<file path="src/rtl/data_ram_arbiter.sv">
// rtl/data_ram_arbiter.sv - two-port round-robin arbiter with bounded lock for the single-port data RAM
// Grants are combinational so the RAM access happens in the grant cycle; read data returns registered one cycle later.

module data_ram_arbiter #(
   parameter int ADDR_W   = 8,
   parameter int DATA_W   = 8,
   parameter int MAX_LOCK = 16
) (
   input  logic              CLK,
   input  logic              RST_N,
   input  logic              req0,
   input  logic              req1,
   input  logic              we0,
   input  logic              we1,
   input  logic              lock0,
   input  logic              lock1,
   input  logic [ADDR_W-1:0] addr0,
   input  logic [ADDR_W-1:0] addr1,
   input  logic [DATA_W-1:0] wdata0,
   input  logic [DATA_W-1:0] wdata1,
   output logic              gnt0,
   output logic              gnt1,
   output logic              rvalid0,
   output logic              rvalid1,
   output logic [DATA_W-1:0] rdata0,
   output logic [DATA_W-1:0] rdata1,
   output logic              MemRead,
   output logic              MemWrite,
   output logic [ADDR_W-1:0] Address,
   output logic [DATA_W-1:0] DataSrc,
   input  logic [DATA_W-1:0] DataMemOut
);

   localparam logic [7:0] LP_MAX_LOCK = 8'(MAX_LOCK);

   logic              r_last_gnt;
   logic              r_lock_vld;
   logic              r_lock_port;
   logic [7:0]        r_lock_cnt;
   logic              r_rvalid0;
   logic              r_rvalid1;
   logic [DATA_W-1:0] r_rdata0;
   logic [DATA_W-1:0] r_rdata1;

   logic              w_gnt0;
   logic              w_gnt1;
   logic              w_any;
   logic              w_sel;
   logic              w_we;
   logic              w_lock;
   logic              w_lock_hold;

   // Reset gates every grant so the RAM cannot be written at an edge while reset is held.
   always_comb begin
      w_gnt0      = 1'b0;
      w_gnt1      = 1'b0;
      w_lock_hold = r_lock_vld && (r_lock_cnt < LP_MAX_LOCK);
      if (RST_N) begin
         if (req0 && !req1) begin
            w_gnt0 = 1'b1;
         end else if (req1 && !req0) begin
            w_gnt1 = 1'b1;
         end else if (req0 && req1) begin
            if (w_lock_hold) begin
               w_gnt0 = !r_lock_port;
               w_gnt1 = r_lock_port;
            end else begin
               w_gnt0 = r_last_gnt;
               w_gnt1 = !r_last_gnt;
            end
         end
      end
   end

   assign w_any  = w_gnt0 | w_gnt1;
   assign w_sel  = w_gnt1;
   assign w_we   = w_sel ? we1 : we0;
   assign w_lock = w_sel ? lock1 : lock0;

   assign gnt0     = w_gnt0;
   assign gnt1     = w_gnt1;
   assign MemWrite = w_any & w_we;
   assign MemRead  = w_any & ~w_we;
   assign Address  = w_gnt0 ? addr0  : (w_gnt1 ? addr1  : '0);
   assign DataSrc  = w_gnt0 ? wdata0 : (w_gnt1 ? wdata1 : '0);

   assign rvalid0 = r_rvalid0;
   assign rvalid1 = r_rvalid1;
   assign rdata0  = r_rdata0;
   assign rdata1  = r_rdata1;

   always_ff @(posedge CLK or negedge RST_N) begin
      if (!RST_N) begin
         r_rvalid0 <= 1'b0;
         r_rvalid1 <= 1'b0;
         r_rdata0  <= '0;
         r_rdata1  <= '0;
      end else begin
         r_rvalid0 <= w_gnt0 & ~we0;
         r_rvalid1 <= w_gnt1 & ~we1;
         if (w_gnt0 && !we0) begin
            r_rdata0 <= DataMemOut;
         end
         if (w_gnt1 && !we1) begin
            r_rdata1 <= DataMemOut;
         end
      end
   end

   // Lock state only moves on a grant; idle cycles leave a burst owner in place.
   always_ff @(posedge CLK or negedge RST_N) begin
      if (!RST_N) begin
         r_last_gnt  <= 1'b1;
         r_lock_vld  <= 1'b0;
         r_lock_port <= 1'b0;
         r_lock_cnt  <= 8'd0;
      end else if (w_any) begin
         r_last_gnt <= w_sel;
         if (w_lock) begin
            r_lock_vld  <= 1'b1;
            r_lock_port <= w_sel;
            if (r_lock_vld && (r_lock_port == w_sel)) begin
               if (r_lock_cnt < LP_MAX_LOCK) begin
                  r_lock_cnt <= r_lock_cnt + 8'd1;
               end
            end else begin
               r_lock_cnt <= 8'd1;
            end
         end else begin
            r_lock_vld <= 1'b0;
            r_lock_cnt <= 8'd0;
         end
      end
   end

endmodule

</file>
<file path="config.mk">
export PLATFORM = sky130hd
export DESIGN_NAME = data_ram_arbiter
export DESIGN_NICKNAME = d
export VERILOG_FILES = /design/src/rtl/data_ram_arbiter.sv
export SDC_FILE = /design/constraint.sdc
export NUM_CORES = 1
export LEC_CHECK = 0
export CORE_UTILIZATION = 38
export DETAILED_ROUTE_END_ITERATION = 12
export GPL_ROUTABILITY_DRIVEN = 0
export PLACE_DENSITY_LB_ADDON = 0.05
export SYNTH_ARGS = -nofsm -noshare
export SYNTH_HDL_FRONTEND = slang
export SYNTH_SLANG_ARGS = --single-unit
export TNS_END_PERCENT = 100
</file>
<file path="constraint.sdc">
create_clock -name CLK -period 2.8 [get_ports CLK]
set_input_delay 0.28 -clock CLK [delete_from_list [all_inputs] [get_ports CLK]]
set_output_delay 0.28 -clock CLK [all_outputs]
set_load 0.01 [all_outputs]
</file>
==> key figures <==
Power and ir drop
  • Comb power frac: 0.370
  • P_sw: 474 µW
  • P_leak: 0.00116 µW
  • Pint: roughly 1200 µW
  • Sequential power share: 0.358
  • Sw Share: 0.286
  • Total Power: 1660 µW
  • PD cells: 633 nW/µm²
  • Max VDD drop: approximately 0.32 mV
  • Clock power share: 0.272

Layout
  • Fill count: 298
  • Finished Layout Cells: 283
  • FF+latch area: 727 µm²
  • Share of layout cells above drive strength 1: 0.243
  • Area delta synth->final: 74.2%
  • Area occupied by multi-input gates: ~750 µm²
  • Final layout net count: roughly 280
  • Number of diodes: 0
  • Final instance area: 2620 µm²

Global routing
  • Gr ovfl total: 0
  • Antenna violations before repair: 0
  • Largest net degree at the start of global routing: 30
  • GRT Overall Usage: 0.238
  • Vias in the first global route: roughly 1700
  • Global-route wire length before repair: 7420 µm

STA
  • Crit path time final: 2.73 ns
  • Clock Skew: 0.00623 ns
  • Slew Limit Fails: 0
  • Hold Vio Cnt, Final: 0
  • Fin crit share: 0.974
  • Relative slew slack: 0.586
  • Fin Hold WS: between 0.2 and 0.25 ns
  • Fmax: 0.367 GHz
  • Final WS setup: 0.0737 ns
  • Count of final setup violators: 0
  • Worst slew pin tran: 0.614 ns
  • Unrepaired setup endpoints after global routing: true

Clock network
  • # clock sinks: 29
  • Max clock buf depth: 2
  • H-Tree Level Count: 2
  • Worst-path clk slew: 0.06 ns
  • CTS tree: done
  • Hold_buf cts: 0
  • Clk_lat worst skew: ~0.28 ns
  • CTS buffer count: 5
  • Clock root cell: clkbuf_8

Route
  • Wire length per cell: around 16 µm
  • DR iter-0 viols: 82
  • Vias per cell: 5.39
  • Residual DRC: 0
  • Via count: 1526
  • WL final: 4460 µm
  • Final ANT Viol Nets: 0
  • TritonRoute pass-1 iters: 4

Setup path
  • CP Launch Type: register
  • R2R Path Start: r_lock_cnt[7]$_DFFE_PN0P_
  • CP Launch Point: r_lock_cnt[7]$_DFFE_PN0P_
  • CP Max Fanout: 5
  • Worst Path Arrival: 2.45 ns
  • Setup Crit Path Kind: reg2out
  • Setup crit end: MemWrite
  • FF-to-FF End: rdata0[6]$_DFFE_PN0P_
  • Register-to-register setup slack: 0.43 ns
  • CP Capture Type: output port
  • Worst path required time: roughly 2.5 ns
  • Worst reg-to-reg path cell count: 6

Synthesis
  • Post-synth ARST share: 1.00
  • Synthesized area: 1500 µm²
  • Syn_nets: 180
  • Number of library cell types mapped by synthesis: 39
  • Yosys reg bits: 29
  • Yosys warning total: 0
  • EDFF count, synth: 0
  • Gate Count Post-Synth: between 100 and 150
  • Avg Cell Area, Syn: 11.5 µm²
  • Sequential area share after synthesis: 0.484
  • Main synth FF type: dfrtp_1

Die
  • Die ar.: 4210 µm²
  • Die Span X: 64.9 µm
  • Core Footprint: roughly 3700 µm²
  • Initial core utilization: 0.404
  • Top Ports: 86
  • # rows: 22
  • Height of the chip: 64.9 µm

Place
  • Dpl cell area: about 2500 µm²
  • DP HPWL: 3320 µm
  • Port buffer count: 85
  • Cells after DPL: 270
  • Worst slack at placement: 0.0457 ns

Status
  • Status: complete, no violations

Run
  • Max-Cap Viols: 0

Min path
  • HP Class: in2async
==> flip-flops by register name, summed over array words and instances, names as in the netlist <==
register,cells
rdata0,8
r_lock_vld,1
r_lock_port,1
rvalid1,1
rdata1,8
r_last_gnt,1
rvalid0,1
r_lock_cnt,8
==> worst min-delay path by stage <==
| stage | cells past startpoint | to | slack [ns] |
|---|---|---|---|
| floorplan | 0 | r_lock_cnt[0]$_DFFE_PN0P_ | -0.02 |
| global placement | 2 | r_last_gnt$_DFFE_PN1P_ | 0.49 |
| detailed placement | 1 | rdata1[6]$_DFFE_PN0P_ | 0.50 |
| CTS | 1 | r_lock_vld$_DFFE_PN0P_ | 0.22 |
| global route | 1 | r_lock_vld$_DFFE_PN0P_ | 0.21 |
| finish | 1 | r_lock_vld$_DFFE_PN0P_ | 0.22 |
==> synth_stat cells (2+ instances only) <==
master | number | area (µm²)
a21o_1 | 2 | 15.0
a21boi_0 | 3 | 22.5
a22o_1 | 17 | 149
nand2_1 | 10 | 37.5
o21a_1 | 2 | 15.0
nor2_1 | 3 | 11.3
a211oi_1 | 3 | 22.5
buf_2 | 4 | 20.0
mux2_2 | 16 | 180
a221o_1 | 2 | 20.0
dfrtp_1 | 28 | 701
nor3_1 | 2 | 10.0
o21ai_0 | 3 | 15.0
mux2i_1 | 2 | 20.0
inv_1 | 5 | 18.8
nand4_1 | 3 | 18.8
or3_1 | 2 | 12.5
or4_1 | 2 | 15.0
nand3_1 | 2 | 10.0
==> per-layer routing <==
metal  vias to the layer above  share of wire  track usage
met4                         0          0.015       0.0972
li1                        714              -            -
met2                        80           0.52        0.424
met5                         -              0            0
met3                         7          0.094       0.0968
met1                       725           0.38        0.243
==> cell type report <==
class,instances,share of cell area
Clock buffer,6,0.0315
Timing Repair Buffer,102,0.360
Clock inverter,2,0.0143
Inverter,5,0.00717
Multi-Input combinational cell,91,0.286
Sequential cell,29,0.278
Tap cell,48,0.0229
==> per-stage QoR <==
| stage | TNS, ns | utilization |
|---|---|---|
| finish | 0 | 0.704 |
| global route | -0.0702 | 0.704 |
| CTS | 0 | 0.709 |
| detailed placement | 0 | 0.665 |
| global placement | 0 | 0.665 |
| floorplan | 0 | - |
==> cells by family (layout without fill, tap and decap cells) <==
family          count (synthesis)  in the layout  synth area share
buf+inv                        11            115            0.0333
compound gates                 43             43             0.230
simple gates                   29             29             0.112
flops                          29             29             0.484
mux                            18             18             0.133
fa+ha+maj                       1              1           0.00833
==> cells in the final DEF (no fill, tap or decap), types with 2 or more instances in the layout <==
cell             instances
nand2_1                 10
clkbuf_8                 6
mux2_2                  16
clkdlybuf4s15_1          5
nor3_1                   2
o21ai_0                  2
buf_6                    3
nor2_1                   3
a21boi_0                 3
nand3_1                  2
dlygate4sd2_1            6
a22o_1                  17
o21a_1                   2
clkdlybuf4s50_1         66
clkbuf_2                 8
inv_1                    5
o21ai_1                  2
buf_4                   14
a221o_1                  2
a21o_1                   2
a211oi_1                 3
mux2i_1                  2
nand4_1                  3
dfrtp_1                 28
==> what timing repair did <==
item	CTS	global route
pin swaps	1	1
resized for setup	28	21
hold endpoints to repair	0	0
setup endpoints to repair	19	10
gates cloned	1	0
setup buffers	3	1
==> power by group through the flow <==
stage / sequential, µW / clock, µW / combinational (µW)
floorplan: 628 / 0 / 217
global placement: 594 / 0 / 603
detailed placement: 599 / 0 / 614
CTS: 593 / 462 / 618
global route: 610 / 483 / 661
finish: 593 / 451 / 613
==> worst max-delay path, stage by stage, from the launching register on <==
cell             delay (ns)
dfrtp_1                0.38
or4_4                  0.56
or3_4                  0.37
a31oi_4                0.24
buf_4                  0.15
buf_6                  0.10
a22o_1                 0.12
clkdlybuf4s15_1        0.24
Power figures use the tool's default switching activity.
